`src/rtl/fetch_pkg.sv`:
```
// Shared definitions for the instruction fetch unit: FSM states, PC step
// and the value driven on the instruction bus when nothing is live.
`timescale 1ns/1ps

package fetch_pkg;

    typedef enum logic [1:0] {
        IDLE  = 2'd0,
        FETCH = 2'd1,
        HOLD  = 2'd2
    } fetch_state_t;

    localparam int unsigned PC_INC    = 4;
    localparam logic [31:0] NOP_INSTR = 32'h0000_0000;

endpackage

```
`src/rtl/fetch_skid.sv`:
```
// One-entry skid buffer holding an instruction word and its PC while the
// decode-facing output register is occupied and stalled.
`timescale 1ns/1ps

module fetch_skid
    import fetch_pkg::*;
#(
    parameter int unsigned ADDR_WIDTH = 32
) (
    input  logic                  clock,
    input  logic                  reset,
    input  logic                  i_load,
    input  logic                  i_unload,
    input  logic                  i_flush,
    input  logic [31:0]           i_data,
    input  logic [ADDR_WIDTH-1:0] i_pc,
    output logic [31:0]           o_data,
    output logic [ADDR_WIDTH-1:0] o_pc,
    output logic                  o_full
);

    // Flush wins over load so a redirect can never leave a stale entry behind.
    always_ff @(posedge clock or negedge reset) begin
        if (!reset) begin
            o_data <= NOP_INSTR;
            o_pc   <= '0;
            o_full <= 1'b0;
        end else if (i_flush) begin
            o_full <= 1'b0;
        end else if (i_load) begin
            o_data <= i_data;
            o_pc   <= i_pc;
            o_full <= 1'b1;
        end else if (i_unload) begin
            o_full <= 1'b0;
        end
    end

endmodule

```
`src/rtl/instr_fetch.sv`:
```
// Instruction fetch unit: owns the PC, masters instruction memory over a
// req/ack handshake and drives the registered output stage to decode.
`timescale 1ns/1ps

module instr_fetch
    import fetch_pkg::*;
#(
    parameter int unsigned           ADDR_WIDTH = 32,
    parameter logic [ADDR_WIDTH-1:0] RESET_PC   = '0
) (
    input  logic                  clock,
    input  logic                  reset,
    output logic                  oIM_req,
    output logic [ADDR_WIDTH-1:0] oIM_addr,
    input  logic                  iIM_ack,
    input  logic [31:0]           iIM_rdata,
    input  logic                  iSTALL,
    input  logic                  iREDIRECT_valid,
    input  logic [ADDR_WIDTH-1:0] iREDIRECT_pc,
    output logic [31:0]           oINSTR,
    output logic [ADDR_WIDTH-1:0] oINSTR_pc,
    output logic                  oINSTR_valid
);

    fetch_state_t          r_state;
    logic [ADDR_WIDTH-1:0] r_pc;
    logic                  r_squash;

    logic                  w_consume;
    logic                  w_oFree;
    logic                  w_ackLive;
    logic [ADDR_WIDTH-1:0] w_pcNext;
    logic [ADDR_WIDTH-1:0] w_redirPc;
    logic                  w_skidLoad;
    logic                  w_skidUnload;
    logic                  w_skidFull;
    logic [31:0]           w_skidData;
    logic [ADDR_WIDTH-1:0] w_skidPc;

    assign w_consume    = oINSTR_valid & ~iSTALL;
    assign w_oFree      = ~oINSTR_valid | w_consume;
    assign w_ackLive    = (r_state == FETCH) & iIM_ack & ~r_squash;
    assign w_pcNext     = r_pc + ADDR_WIDTH'(PC_INC);
    assign w_redirPc    = iREDIRECT_pc & ~ADDR_WIDTH'(3);
    assign w_skidLoad   = ~iREDIRECT_valid & w_ackLive & ~w_oFree;
    assign w_skidUnload = ~iREDIRECT_valid & (r_state == HOLD) & w_consume;

    fetch_skid #(
        .ADDR_WIDTH (ADDR_WIDTH)
    ) u_skid (
        .clock    (clock),
        .reset    (reset),
        .i_load   (w_skidLoad),
        .i_unload (w_skidUnload),
        .i_flush  (iREDIRECT_valid),
        .i_data   (iIM_rdata),
        .i_pc     (oIM_addr),
        .o_data   (w_skidData),
        .o_pc     (w_skidPc),
        .o_full   (w_skidFull)
    );

    // A redirect during an un-acked request cannot withdraw it, so the
    // request is left running and its eventual data is squashed instead.
    always_ff @(posedge clock or negedge reset) begin
        if (!reset) begin
            r_state      <= IDLE;
            r_pc         <= RESET_PC;
            r_squash     <= 1'b0;
            oIM_req      <= 1'b0;
            oIM_addr     <= RESET_PC;
            oINSTR       <= NOP_INSTR;
            oINSTR_pc    <= '0;
            oINSTR_valid <= 1'b0;
        end else if (iREDIRECT_valid) begin
            r_pc         <= w_redirPc;
            oINSTR       <= NOP_INSTR;
            oINSTR_valid <= 1'b0;
            if ((r_state == FETCH) && !iIM_ack) begin
                r_squash <= 1'b1;
            end else begin
                r_squash <= 1'b0;
                r_state  <= FETCH;
                oIM_req  <= 1'b1;
                oIM_addr <= w_redirPc;
            end
        end else begin
            if (w_consume) begin
                oINSTR       <= NOP_INSTR;
                oINSTR_valid <= 1'b0;
            end
            case (r_state)
                IDLE: begin
                    r_state  <= FETCH;
                    oIM_req  <= 1'b1;
                    oIM_addr <= r_pc;
                end
                FETCH: begin
                    if (iIM_ack && r_squash) begin
                        r_squash <= 1'b0;
                        oIM_addr <= r_pc;
                    end else if (w_ackLive) begin
                        r_pc <= w_pcNext;
                        if (w_oFree) begin
                            oINSTR       <= iIM_rdata;
                            oINSTR_pc    <= oIM_addr;
                            oINSTR_valid <= 1'b1;
                            oIM_addr     <= w_pcNext;
                        end else begin
                            oIM_req <= 1'b0;
                            r_state <= HOLD;
                        end
                    end
                end
                HOLD: begin
                    if (w_consume) begin
                        oINSTR       <= w_skidData;
                        oINSTR_pc    <= w_skidPc;
                        oINSTR_valid <= 1'b1;
                        oIM_req      <= 1'b1;
                        oIM_addr     <= r_pc;
                        r_state      <= FETCH;
                    end
                end
                default: begin
                    r_state <= IDLE;
                    oIM_req <= 1'b0;
                end
            endcase
        end
    end

    // The skid entry only exists while parked in HOLD, and a request is live exactly in FETCH.
    assert property (@(posedge clock) disable iff (!reset) (r_state == FETCH) |-> !w_skidFull);
    assert property (@(posedge clock) disable iff (!reset) oIM_req == (r_state == FETCH));

endmodule

```
`config.mk`:
```
export PLATFORM = sky130hd
export DESIGN_NAME = instr_fetch
export DESIGN_NICKNAME = d
export VERILOG_FILES = /design/src/rtl/fetch_pkg.sv /design/src/rtl/fetch_skid.sv /design/src/rtl/instr_fetch.sv
export SDC_FILE = /design/constraint.sdc
export NUM_CORES = 1
export LEC_CHECK = 0
export ABC_AREA = 1
export ABC_CLOCK_PERIOD_IN_PS = 3500
export CAP_MARGIN = 20
export CORE_AREA = 10 10 192 194
export DETAILED_ROUTE_END_ITERATION = 8
export DIE_AREA = 0 0 202 204
export MAX_ROUTING_LAYER = met4
export SLEW_MARGIN = 20
export SYNTH_ARGS = -nofsm -noshare
export SYNTH_HDL_FRONTEND = slang
export SYNTH_SLANG_ARGS = --single-unit
```
`constraint.sdc`:
```
create_clock -name clock -period 3.5 [get_ports clock]
set_input_delay 0.875 -clock clock [delete_from_list [all_inputs] [get_ports clock]]
set_output_delay 0.875 -clock clock [all_outputs]
set_load 0.01 [all_outputs]
```
==> metrics.cfg <==
[critical_path]
endpoint_kind=register
startpoint_type=input port
required_ps=3790
slowest_stage=clkdlybuf4s50_1
cp_max_fo=126
crit_type=in -> reg
cpMostUsedCell=nand2_1
max_stage_delay_ps=540
path_cells=clkdlybuf4s50_1 -> nand2_1 -> nor2_4 -> nand2_2 -> inv_2 -> nand2_4 -> buf_12 -> nand2_1 -> o21ai_0
cp.arrival_ps=2840

[clocking]
clk_latency_ps=450
clk_pin_slew_ps=80
cts_tree=done
cts_hold_buf=0
cts_resized=0
root_buffer=clkbuf_16
cts_sinks=191
cts_buffer_depth=2
ctsHtreeMaxLevel=4
post_cts_buffers=0
cts_made_buffers=17

[synthesis]
syn_area_per_cell_sq_um=7.60
synth_top_cell_by_area=dfrtp_1
yosysWarnings=0
async_flop_share_pct=100
synth_enable_flop_cells=0
synth_top_area_share_pct=49.1
synth_fp_nets=1353
ys_top_cells_by_area=dfrtp_1 49%, nand2_1 15%, o21ai_0 7.5%
ys.flop_type=dfrtp_1
synth_cells=1280
ys_seq_elements=191
synthesis.area_sq_mm=0.00973
synth.yosys.seq_area_share_pct=49.1
yosysUniqueCellTypes=31

[route]
firstDrtPassIters=5
wire_per_inst_um=16.0
drcViolationCount=0
dr.first_iter.drc_count=834
routed_wl_mm=30.1
antenna_left=0
vias_per_cell=4.63
vias=8690

[cells_and_area]
fin_nets=1487
fill_cells=3414
drive_gt1_share_pct=6.52
area_growth_pct=27.1

[sta]
fmaxAchievable_ghz=0.393
finalSetupTns_ps=0
fin_skew_ps=15.2
slew_headroom_pct=51.2
min_period_over_period_pct=72.7
finalSetupViolations=0
hold_violations=0
worstMarginPinSlew_ps=731
fin_crit_ps=2540
final_max_slew_viol_count=0
rsz0062_at_grt=no

[power]
ir_drop_mv=0.375
p_leak_nw=5.61
power_mw=9.74
powerDensity_mw_per_mm2=788

[job]
max_cap_violations=0

[grt]
overflow=0
grt_pass1_vias=8307
grt_max_degree=127
antenna_found_initial=1
grt_pass1_wl_mm=47.8
grt_use_total_pct=14.9

[floorplanning]
io_pins=167
core.rowCount=67
start_util_pct=29.4
die-area_sq_mm=0.0412
core_sq_mm=0.0331
fp.dieW_um=202
die_h_um=204

[placement]
place.gp.congestion=0.865
dp_hpwl_mm=21.3
portBuffers=164

[worst_hold_path]
hp-class=in -> async

[run_status]
outcome=finished, final reports clean

[critical path: cells and delay by family]
kind / cells / cell delay [ps]
AND/OR/NAND/NOR: 5 / 730
buffers and inverters: 3 / 1070
AO/OA/AOI/OAI: 1 / 90
[stage by stage]
stage                     cells  hold WS (ps)  setup WS (ps)  cell area (sq um)  util, %
after global routing       1876           505            872              12400     37.4
after global placement     1843           461            555              11800     35.6
final                      1876           457            956              12400     37.4
after detailed placement   1843           467            491              11800     35.6
after floorplan            1280           448           1490               9730        -
after CTS                  1875           485            963              12400     37.3
[synthesized netlist by cell type, types with 5 or more instances]
cell type	instances
inv_1	128
a21oi_2	31
o211ai_1	26
nand3_1	71
buf_2	17
dfrtp_1	191
nor2_1	113
buf_6	5
xor2_1	6
o21ai_1	9
nand2_1	380
clkbuf_1	34
o21ai_0	145
a21oi_1	80
o221ai_1	5
buf_1	9
[power breakdown]
part | internal [mW] | switching, mW | total, mW | leakage, nW
registers | 3.02 | 0.567 | 3.59 | 2.43
logic | 1.74 | 2.50 | 4.24 | 2.91
clock network | 1.00 | 0.916 | 1.92 | 0.270
[metal layers]
metal / GRT usage, % / up-vias / part of all wire [%]
li1: - / 4381 / -
met1: 19.7 / 4086 / 47
met3: 2.38 / 29 / 4.2
met2: 22.8 / 194 / 47
met5: - / - / 0
met4: 5.15 / 0 / 2.0
[final cells by class]
| cell class | instances | area [sq um] | share of cell area, % |
|---|---|---|---|
| antenna | 1 | 2.50 | 0.0202 |
| clock buffer | 20 | 437 | 3.53 |
| clock inverter | 12 | 125 | 1.01 |
| inverter | 134 | 503 | 4.07 |
| multi-input combinational | 886 | 4120 | 33.3 |
| sequential | 191 | 4780 | 38.6 |
| tap | 448 | 561 | 4.53 |
| timing repair buffer | 184 | 1840 | 14.9 |
[flip-flops by register name, summed over array words and instances (netlist names)]
| name | cells |
|---|---|
| u_skid.o_data | 32 |
| oINSTR_pc | 31 |
| oINSTR_valid | 1 |
| r_pc | 30 |
| r_squash | 1 |
| oIM_addr | 31 |
| oINSTR | 32 |
| u_skid.o_pc | 31 |
| r_state | 2 |
[path summary, 6_finish.rpt]
check	from	endpoint	slack [ps]	cells after the start
min in group clock	u_skid.o_pc[30]	u_skid.o_pc[30]	480	2
max	iIM_ack	u_skid.o_data[13]	960	9
max in group asynchronous	reset	oINSTR_pc[10]	2190	2
max reg2reg	r_state[1]	u_skid.o_data[13]	1230	10
min reg2reg	u_skid.o_pc[30]	u_skid.o_pc[30]	480	2
min	reset	r_pc[8]	460	1
[kinds of logic after synthesis]
logic type / after synthesis / synth area share, %
AND/OR/NAND/NOR: 577 / 23.6
AO/OA/AOI/OAI: 299 / 17.6
buffers and inverters: 203 / 8.59
flip-flops: 191 / 49.1
XOR/XNOR: 6 / 0.540
adder cells (fa/ha/maj): 4 / 0.514
[layout by cell type, fill, tap and decap left out, types with 2 or more instances in the layout]
master / synthesis / routed
o211ai_1: 26 / 26
buf_12: 0 / 4
and2_1: 4 / 4
clkbuf_16: 0 / 17
xor2_1: 6 / 6
nand3_1: 71 / 71
nor2_1: 113 / 113
clkinv_1: 2 / 2
o21ai_0: 145 / 145
inv_1: 128 / 128
clkbuf_1: 34 / 3
nand2_1: 380 / 380
clkinvlp_4: 0 / 2
inv_6: 0 / 5
buf_4: 4 / 16
dfrtp_1: 191 / 191
nand2_4: 1 / 2
o21ai_1: 9 / 9
a21oi_1: 80 / 80
o221ai_1: 5 / 5
clkdlybuf4s50_1: 0 / 162
inv_8: 0 / 2
a21oi_2: 31 / 31
inv_2: 4 / 4
nor2_2: 2 / 2
ha_1: 4 / 4
Note: power is estimated with default switching activity, not from simulation.
